### src/rtl/multi_account_payment_ctrl.sv
// Multi-account toll/payment controller.
// A transaction is paid by demand draft or by a stream of cash notes. Each
// account carries its own credit and debt from one transaction to the next.
//
// Handshake: i_start is a single-cycle request. It is taken only in IDLE with
// a legal i_mode. Completion is the one-cycle o_done pulse, which is raised in
// the first IDLE cycle after SUCCESS, FAIL or REFUND. A new i_start may be
// presented in that same cycle. The o_success, o_fail and o_refund result
// flags stay set until the next accepted start.
module multi_account_payment_ctrl #(
   parameter int AMT_W   = 16,
   parameter int N_ACCT  = 4,
   parameter int TIMEOUT = 255,
   localparam int ACCT_W = (N_ACCT > 1) ? $clog2(N_ACCT) : 1
) (
   input  logic              i_clk,
   input  logic              i_rst,
   input  logic              i_start,
   input  logic [1:0]        i_mode,
   input  logic [ACCT_W-1:0] i_acct_id,
   input  logic [AMT_W-1:0]  i_due_amt,
   input  logic [AMT_W-1:0]  i_dd_amt,
   input  logic              i_note_valid,
   input  logic [3:0]        i_note_code,
   input  logic              i_cancel,
   output logic              o_busy,
   output logic              o_done,
   output logic              o_success,
   output logic              o_fail,
   output logic              o_refund,
   output logic              o_bad_note,
   output logic [AMT_W-1:0]  o_tendered_amt,
   output logic [AMT_W-1:0]  o_paid_amt,
   output logic [AMT_W-1:0]  o_credit_out,
   output logic [AMT_W-1:0]  o_debt_out,
   output logic [2:0]        o_state
);
   localparam int CNT_W = $clog2(TIMEOUT + 1);

   typedef enum logic [2:0] {
      S_IDLE    = 3'd0,
      S_DD_IN   = 3'd1,
      S_CASH_IN = 3'd2,
      S_CALC    = 3'd3,
      S_SUCCESS = 3'd4,
      S_FAIL    = 3'd5,
      S_REFUND  = 3'd6
   } state_t;

   state_t              r_state;
   state_t              w_next;
   logic [ACCT_W-1:0]   r_acct;
   logic [AMT_W-1:0]    r_due;
   logic [AMT_W-1:0]    r_tend;
   logic [CNT_W-1:0]    r_cnt;
   logic [AMT_W-1:0]    r_credit [N_ACCT];
   logic [AMT_W-1:0]    r_debt   [N_ACCT];
   logic                r_done, r_success, r_fail, r_refund, r_bad_note;
   logic [AMT_W-1:0]    r_paid, r_credit_out, r_debt_out;

   logic                w_note_ok, w_note_fin, w_note_bad, w_accept;
   logic [AMT_W-1:0]    w_denom;
   logic [AMT_W:0]      w_note_sum;
   logic [AMT_W-1:0]    w_note_sat;
   logic [AMT_W:0]      w_amt, w_due, w_diff;
   logic                w_ge;
   logic [AMT_W-1:0]    w_diff_sat;

   // Note decode. Codes 1..7 are denominations, 8 finishes the payment, and
   // anything else is rejected.
   always_comb begin
      w_note_ok  = i_note_valid && (i_note_code >= 4'd1) && (i_note_code <= 4'd7);
      w_note_fin = i_note_valid && (i_note_code == 4'd8);
      w_note_bad = i_note_valid && !w_note_ok && !w_note_fin;
      case (i_note_code)
         4'd1:    w_denom = AMT_W'(5);
         4'd2:    w_denom = AMT_W'(10);
         4'd3:    w_denom = AMT_W'(20);
         4'd4:    w_denom = AMT_W'(50);
         4'd5:    w_denom = AMT_W'(100);
         4'd6:    w_denom = AMT_W'(500);
         4'd7:    w_denom = AMT_W'(1000);
         default: w_denom = '0;
      endcase
      w_note_sum = {1'b0, r_tend} + {1'b0, w_denom};
      w_note_sat = w_note_sum[AMT_W] ? '1 : w_note_sum[AMT_W-1:0];
   end

   // Settlement arithmetic. One extra bit keeps the carry, and the stored
   // difference saturates.
   always_comb begin
      w_amt      = {1'b0, r_tend} + {1'b0, r_credit[r_acct]};
      w_due      = {1'b0, r_due} + {1'b0, r_debt[r_acct]};
      w_ge       = (w_amt >= w_due);
      w_diff     = w_ge ? (w_amt - w_due) : (w_due - w_amt);
      w_diff_sat = w_diff[AMT_W] ? '1 : w_diff[AMT_W-1:0];
   end

   // Next-state logic. Cancel outranks any note in the same cycle.
   always_comb begin
      w_next = r_state;
      case (r_state)
         S_IDLE: begin
            if (i_start && i_mode == 2'b01)      w_next = S_DD_IN;
            else if (i_start && i_mode == 2'b10) w_next = S_CASH_IN;
         end
         S_DD_IN:   w_next = S_CALC;
         S_CASH_IN: begin
            if (i_cancel)         w_next = S_REFUND;
            else if (w_note_fin)  w_next = S_CALC;
            else if (!i_note_valid && r_cnt == CNT_W'(TIMEOUT - 1))
                                  w_next = S_REFUND;
         end
         S_CALC:    w_next = w_ge ? S_SUCCESS : S_FAIL;
         S_SUCCESS, S_FAIL, S_REFUND: w_next = S_IDLE;
         default:   w_next = S_IDLE;
      endcase
      w_accept = (r_state == S_IDLE) && (w_next != S_IDLE);
   end

   // State, balances, amounts and result registers.
   always_ff @(posedge i_clk) begin
      if (i_rst) begin
         r_state      <= S_IDLE;
         r_acct       <= '0;
         r_due        <= '0;
         r_tend       <= '0;
         r_cnt        <= '0;
         r_done       <= 1'b0;
         r_success    <= 1'b0;
         r_fail       <= 1'b0;
         r_refund     <= 1'b0;
         r_bad_note   <= 1'b0;
         r_paid       <= '0;
         r_credit_out <= '0;
         r_debt_out   <= '0;
         for (int i = 0; i < N_ACCT; i++) begin
            r_credit[i] <= '0;
            r_debt[i]   <= '0;
         end
      end else begin
         r_state    <= w_next;
         r_done     <= 1'b0;
         r_bad_note <= 1'b0;
         if (w_accept) begin
            r_acct    <= i_acct_id;
            r_due     <= i_due_amt;
            r_tend    <= '0;
            r_cnt     <= '0;
            r_success <= 1'b0;
            r_fail    <= 1'b0;
            r_refund  <= 1'b0;
         end
         case (r_state)
            S_DD_IN: r_tend <= i_dd_amt;
            S_CASH_IN: begin
               if (!i_cancel) begin
                  if (w_note_ok) begin
                     r_tend <= w_note_sat;
                     r_cnt  <= '0;
                  end else if (w_note_bad) begin
                     r_bad_note <= 1'b1;
                  end else if (!i_note_valid) begin
                     r_cnt <= r_cnt + CNT_W'(1);
                  end
               end
            end
            S_CALC: begin
               r_credit[r_acct] <= w_ge ? w_diff_sat : '0;
               r_debt[r_acct]   <= w_ge ? '0 : w_diff_sat;
            end
            S_SUCCESS, S_FAIL: begin
               r_done       <= 1'b1;
               r_success    <= (r_state == S_SUCCESS);
               r_fail       <= (r_state == S_FAIL);
               r_paid       <= r_due;
               r_credit_out <= r_credit[r_acct];
               r_debt_out   <= r_debt[r_acct];
            end
            S_REFUND: begin
               r_done   <= 1'b1;
               r_refund <= 1'b1;
               r_paid   <= '0;
            end
            default: ;
         endcase
      end
   end

   assign o_busy         = (r_state != S_IDLE);
   assign o_done         = r_done;
   assign o_success      = r_success;
   assign o_fail         = r_fail;
   assign o_refund       = r_refund;
   assign o_bad_note     = r_bad_note;
   assign o_tendered_amt = r_tend;
   assign o_paid_amt     = r_paid;
   assign o_credit_out   = r_credit_out;
   assign o_debt_out     = r_debt_out;
   assign o_state        = r_state;

endmodule

### config.mk
export PLATFORM = sky130hd
export DESIGN_NAME = multi_account_payment_ctrl
export DESIGN_NICKNAME = d
export VERILOG_FILES = /design/src/rtl/multi_account_payment_ctrl.sv
export SDC_FILE = /design/constraint.sdc
export NUM_CORES = 1
export LEC_CHECK = 0
export ABC_AREA = 1
export CAP_MARGIN = 20
export CORE_ASPECT_RATIO = 1.25
export CORE_MARGIN = 4
export CORE_UTILIZATION = 53
export CTS_CLUSTER_SIZE = 40
export DETAILED_ROUTE_END_ITERATION = 7
export GPL_TIMING_DRIVEN = 0
export PLACE_DENSITY = 0.81
export SLEW_MARGIN = 20
export SYNTH_ARGS = -nofsm -noshare
export SYNTH_HDL_FRONTEND = slang
export SYNTH_SLANG_ARGS = --single-unit
### constraint.sdc
create_clock -name i_clk -period 4.9 [get_ports i_clk]
set_clock_uncertainty 0.1 [all_clocks]
set_input_delay 1.225 -clock i_clk [delete_from_list [all_inputs] [get_ports i_clk]]
set_output_delay 1.225 -clock i_clk [all_outputs]
set_load 0.01 [all_outputs]
==> results_dict.tcl, run 1 <==
set metrics [dict create \
    outcome "complete, but fails checks" \
    violations "negative setup slack" \
    nets 2104 \
    async_reset_ff_frac 0 \
    yosys_warnings 0 \
    wire_per_inst_um 19.5 \
    clk_latency_ns 0.54 \
    antenna_cells 0 \
    max_slew_margin 0.418 \
    met3_length_mm 3.64 \
    die_area_um2 28400 \
    drt_iter0_markers 1098 \
    yosys_register_bits 228 \
    syn-instance-count 1793 \
    grt_pass1_vias 12900 \
    die_h_um 187 \
    place_hpwl_mm 31.7 \
    cts_root_buffer "clkbuf_16" \
    hold_buffers 0 \
    fin_crit_sh 1.01 \
    rsz0062_at_grt "true" \
    crit_arrival_ns 5.09 \
    routabilityCongestion 0.963 \
    whs_path_depth 2 \
    end_kind "flip-flop" \
    m1WireLength_mm 16.3 \
    maxCapViolCount 0 \
    synth_cell_types 45 \
    r2r_cells 27 \
    ys_seq_area_frac 0.428 \
    postRouteAntennaNets 0 \
    cts_tree "yes" \
    tightest_slew_ns 0.870 \
    ys.flop_type "edfxtp_1" \
    drive_gt1_frac 0.162 \
    cts-buffers-inserted 23 \
    core_area_um2 25300 \
    row_count 65 \
    period_needed_ns 4.93 \
    clock-sinks 228 \
    grt_pass1_wl_mm 67.2 \
    portBuffers 116 \
    hold_path_class "reg2reg" \
    antenna_found_initial 0 \
    synth_nets 1920 \
    critPathKind "reg2reg" \
    top_layer_used "met4" \
    path_clk_slew_ns 0.07 \
    layout_commonest_cell "nor2_1" \
    multi_input_area_um2 7850 \
    syn_area_per_cell_um2 7.62 \
    wl_met2_mm 22.6 \
    pre_cts_slack_ns -1.54 \
    synth_edf_count 128 \
    drc 0 \
    syn_area_um2 13700 \
    maxSlewViolCount 0 \
    io_pins 118 \
    die_w_um 152 \
    vias_per_cell 5.75 \
    mostFrequentLayoutCells "326 x nor2_1, 296 x nand2_1, 181 x inv_1" \
    finalSetupViolCount 11 \
    timing.final.ws_setup_ns -0.0321 \
    dr.pass1.iters 6 \
    grt_util_all_layers 0.298 \
    start_util 0.540 \
    area_growth_pct 29.5 \
    regArea_um2 5850 \
    ctsLongestPathBuffers 3 \
    critPathRequiredTime_ns 5.05 \
    grt_max_degree 33 \
    htreeDepth 1 \
    crit_path_start_kind "flip-flop" \
    worst-path-max-fanout 11 \
    hold_violations 0 \
    via_count 13400 \
    n_fill_cell 1882 \
    grt_overflow 0 \
    drt-total-wl_mm 45.4 \
    fmax_mhz 203 \
]
-- registers in the layout (all words and copies together) (netlist names), named ones only --
| register | cells |
|---|---|
| o_bad_note | 1 |
| o_credit_out | 16 |
| o_debt_out | 16 |
| o_done | 1 |
| o_fail | 1 |
| o_paid_amt | 16 |
| o_refund | 1 |
| o_state | 3 |
| o_success | 1 |
| o_tendered_amt | 16 |
| r_acct | 2 |
| r_cnt | 8 |
| r_credit | 64 |
| r_debt | 64 |
| r_due | 16 |
-- cell type report --
| class | count | area share |
|---|---|---|
| multi-input cells | 1302 | 0.444 |
| flip-flops and latches | 228 | 0.331 |
| repair buffers | 160 | 0.0890 |
| inverters | 188 | 0.0405 |
| clock buffers | 26 | 0.0332 |
| plain buffers | 74 | 0.0284 |
| well taps | 335 | 0.0237 |
| clock inverters | 16 | 0.0110 |
-- stage by stage --
step	hold slack, ns	util	instance area (um^2)	instances	TNS (ns)
after detailed placement	0.358	0.606	15300	2247	-235.01
after CTS	0.365	0.664	16800	2314	0
after floorplan	0.351	-	13700	1793	0
after global placement	0.357	0.602	15200	2244	-219.03
after global routing	0.383	0.699	17700	2329	-17.22
final	0.366	0.699	17700	2329	-0.147
-- logic make-up after synthesis --
| logic type | share of synthesized area |
|---|---|
| AOI/OAI and AO/OA | 0.144 |
| xor gates and xnor gates | 0.0410 |
| adders and majority gates | 0.0779 |
| buffers and inverters | 0.0764 |
| DFF | 0.428 |
| and+or+nand+nor | 0.233 |
-- per-layer routing --
layer | global-route usage | up-vias
met5 | 0 | -
met4 | 0.142 | 0
met3 | 0.0310 | 193
met2 | 0.526 | 725
met1 | 0.359 | 6244
li1 | - | 6239
-- path summary, 6_finish.rpt --
kind,end,startpoint,slack [ns]
max reg2reg,r_debt[0][0],flip-flop,-0.03
min,o_paid_amt[2],o_paid_amt[2],0.37
min reg2reg,o_paid_amt[2],o_paid_amt[2],0.37
max,r_debt[0][0],flip-flop,-0.03
-- timing repair --
action / 4_1_cts / 5_1_grt
pin swaps: 28 / 49
setup endpoints to repair: 176 / 175
gates cloned: 1 / 2
buffers inserted: 24 / 14
gates resized for setup: 160 / 191
-- worst max-delay path, cell delays in order, from the launching register on --
cell and delay [ns]:
dfxtp_4 0.38, buf_8 0.15, inv_8 0.11, buf_6 0.17
nor2_1 0.06, o22ai_2 0.34, ha_4 0.30, a21oi_4 0.21
o21ai_0 0.12, a21oi_1 0.21, o21ai_2 0.11, xnor2_2 0.29
inv_1 0.10, ha_1 0.28, buf_2 0.17, nand2_1 0.13
nor2_4 0.15, nand2_2 0.10, nor3_4 0.17, nor2_4 0.08
nand2_4 0.09, buf_6 0.14, nand2_1 0.09, nand2_4 0.12
buf_4 0.14, nand2_1 0.07, nand2_1 0.14, nor2_1 0.08
-- cell usage after synthesis, types with 2 or more instances --
cell type / instances / area share
edfxtp_1: 128 / 0.28
nand3_1: 58 / 0.021
nand3b_1: 3 / 0.0016
o22ai_1: 33 / 0.015
clkbuf_1: 50 / 0.014
o21ai_1: 4 / 0.0015
a211oi_1: 3 / 0.0016
o21bai_1: 4 / 0.0022
clkbuf_2: 2 / 0.00073
clkinv_1: 2 / 0.00055
nor2_1: 339 / 0.093
o21ai_0: 173 / 0.063
buf_6: 4 / 0.0033
buf_4: 2 / 0.0011
inv_2: 5 / 0.0014
dfxtp_1: 100 / 0.15
a21o_1: 5 / 0.0027
ha_1: 77 / 0.071
a21boi_0: 8 / 0.0044
nor3_2: 2 / 0.0015
nand2_1: 338 / 0.093
xor2_1: 45 / 0.029
nor4_1: 2 / 0.00092
nand3_2: 3 / 0.0022
o31ai_1: 3 / 0.0016
nor2_2: 7 / 0.0032
a21oi_1: 131 / 0.048
nor3_1: 9 / 0.0033
xnor2_1: 19 / 0.012
fa_1: 5 / 0.0073
buf_2: 13 / 0.0048
inv_1: 181 / 0.050
nand4_1: 5 / 0.0023
nand2_2: 14 / 0.0064
buf_1: 4 / 0.0011
or2_2: 3 / 0.0014
Power of run 1 is not shown: default switching activity piles up to over one toggle a cycle in this logic, so the estimate is an artifact.
==> run 2: changes to the inputs <==
Clock period 4.9 ns to 4.5 ns, I/O delays scaled along.
==> results_dict.tcl, run 2 (synthesis gave the netlist of run 1 again) <==
set metrics [dict create \
    die_area_um2 28400 \
    min_from "o_paid_amt[9]" \
    drc 1 \
    via_count 14400 \
    path_clk_slew_ns 0.07 \
    grt_max_degree 33 \
    outcome "complete, but fails checks" \
    finalSetupViolCount 175 \
    hold_end "o_paid_amt[9]" \
    regArea_um2 5850 \
    fin_crit_sh 1.10 \
    hold_violations 0 \
    cts-buffers-inserted 23 \
    n_fill_cell 1609 \
    core_area_um2 25300 \
    grt_util_all_layers 0.303 \
    nets 2146 \
    reg2reg_slack_ns -0.46 \
    place_hpwl_mm 31.3 \
    htreeDepth 1 \
    busiest_layer "met2" \
    die_h_um 187 \
    placed_area_um2 15300 \
    clk_latency_ns 0.55 \
    r2r_cells 28 \
    violations "design-rule violations, negative setup slack" \
    antenna_cells 0 \
    r2r-end "r_debt[0][5]" \
    whs_path_depth 2 \
    wire_per_inst_um 21.9 \
    clock-sinks 228 \
    tightest_slew_ns 0.895 \
    cts_root_buffer "clkbuf_16" \
    io_pins 118 \
    met3_usage 0.0407 \
    vias_per_cell 6.07 \
    area_growth_pct 40.6 \
    worst-path-max-fanout 10 \
    drt-total-wl_mm 52.0 \
    crit_arrival_ns 5.12 \
    use_met2 0.541 \
    slowest_stage "dfxtp_4" \
    maxSlewViolCount 0 \
    timing.final.ws_setup_ns -0.464 \
    reg_top3 "r_credit x64, r_debt x64" \
    postRouteAntennaNets 0 \
    portBuffers 116 \
    period_needed_ns 4.96 \
    die_w_um 152 \
    ctsLongestPathBuffers 3 \
    worst_path_largest_cell_delay_ns 0.37 \
    hold_path_class "reg2reg" \
    use_met1 0.346 \
    cts_tree "yes" \
    worst_hold_slack_ns 0.367 \
    final_cell_area_um2 19200 \
    maxCapViolCount 0 \
    grt_overflow 0 \
    mostFrequentLayoutCells "271 x nand2_1, 269 x nor2_1, 160 x inv_1" \
    rsz0062_at_grt "true" \
    row_count 65 \
    grt_pass1_wl_mm 68.2 \
    dr.pass1.iters 8 \
    end_kind "flip-flop" \
    start_util 0.540 \
    drt_iter0_markers 1439 \
    antenna_found_initial 0 \
    multi_input_area_um2 8800 \
    drive_gt1_frac 0.251 \
    routabilityCongestion 0.944 \
    fmax_mhz 201 \
    crit_path_start_kind "flip-flop" \
    grt_pass1_vias 13300 \
    max_slew_margin 0.401 \
    critPathKind "reg2reg" \
    layout_commonest_cell "nand2_1" \
    critPathRequiredTime_ns 4.65 \
]
run 2: cell count changes in the layout (fill, tap and decap cells not counted), sizes merged:
cell and delta:
clkinv +2, buf +36, bufinv -2, nand2 +1, clkbuf +6, clkinvlp -2
run 2: per-layer routing:
layer	share of wire	vias to the layer above	wire, um
li1	-	6339	-
met1	0.34	6788	17600
met2	0.49	985	25600
met3	0.093	281	4820
met4	0.076	0	3930
met5	0	-	0
run 2: worst max path at each step:
stage / start / end / depth (start not counted)
6_report: flip-flop / r_debt[0][5] / 28
5_1_grt: flip-flop / r_debt[2][8] / 28
4_1_cts: flip-flop / r_debt[2][13] / 30
3_5_place_dp: flip-flop / r_debt[1][9] / 27
3_3_place_gp: flip-flop / r_debt[2][9] / 28
2_1_floorplan: flip-flop / r_debt[0][4] / 27
run 2: layout make-up:
cell class / count / share of cell area
well taps: 335 / 0.0218
clock inverters: 13 / 0.00671
inverters: 188 / 0.0389
flip-flops and latches: 228 / 0.305
plain buffers: 74 / 0.0335
multi-input cells: 1303 / 0.458
repair inverters: 1 / 0.000456
clock buffers: 28 / 0.0315
repair buffers: 200 / 0.104
run 2: critical path: cells and delay by family, from the launching register on:
kind / cells / cell delay, ns
AOI/OAI and AO/OA: 7 / 1.25
adders and majority gates: 2 / 0.63
buffers and inverters: 6 / 0.91
DFF: 1 / 0.37
and+or+nand+nor: 13 / 1.39
run 2: timing repair:
action	CTS	global route
pin swaps	57	74
gates cloned	4	8
buffers inserted	37	35
setup endpoints to repair	176	175
hold buffers	0	0
gates resized for setup	261	364
run 2: stage by stage:
stage	std cells	util	worst slack, ns	TNS, ns
4_1_cts	2329	0.688	-0.215	-23.94
6_report	2370	0.759	-0.464	-60.85
2_1_floorplan	1793	-	0.00391	0
5_1_grt	2370	0.759	-0.547	-75.43
3_5_place_dp	2247	0.606	-1.50	-228.73
3_3_place_gp	2244	0.603	-1.42	-215.58
Power of run 2 is left out for the same reason.
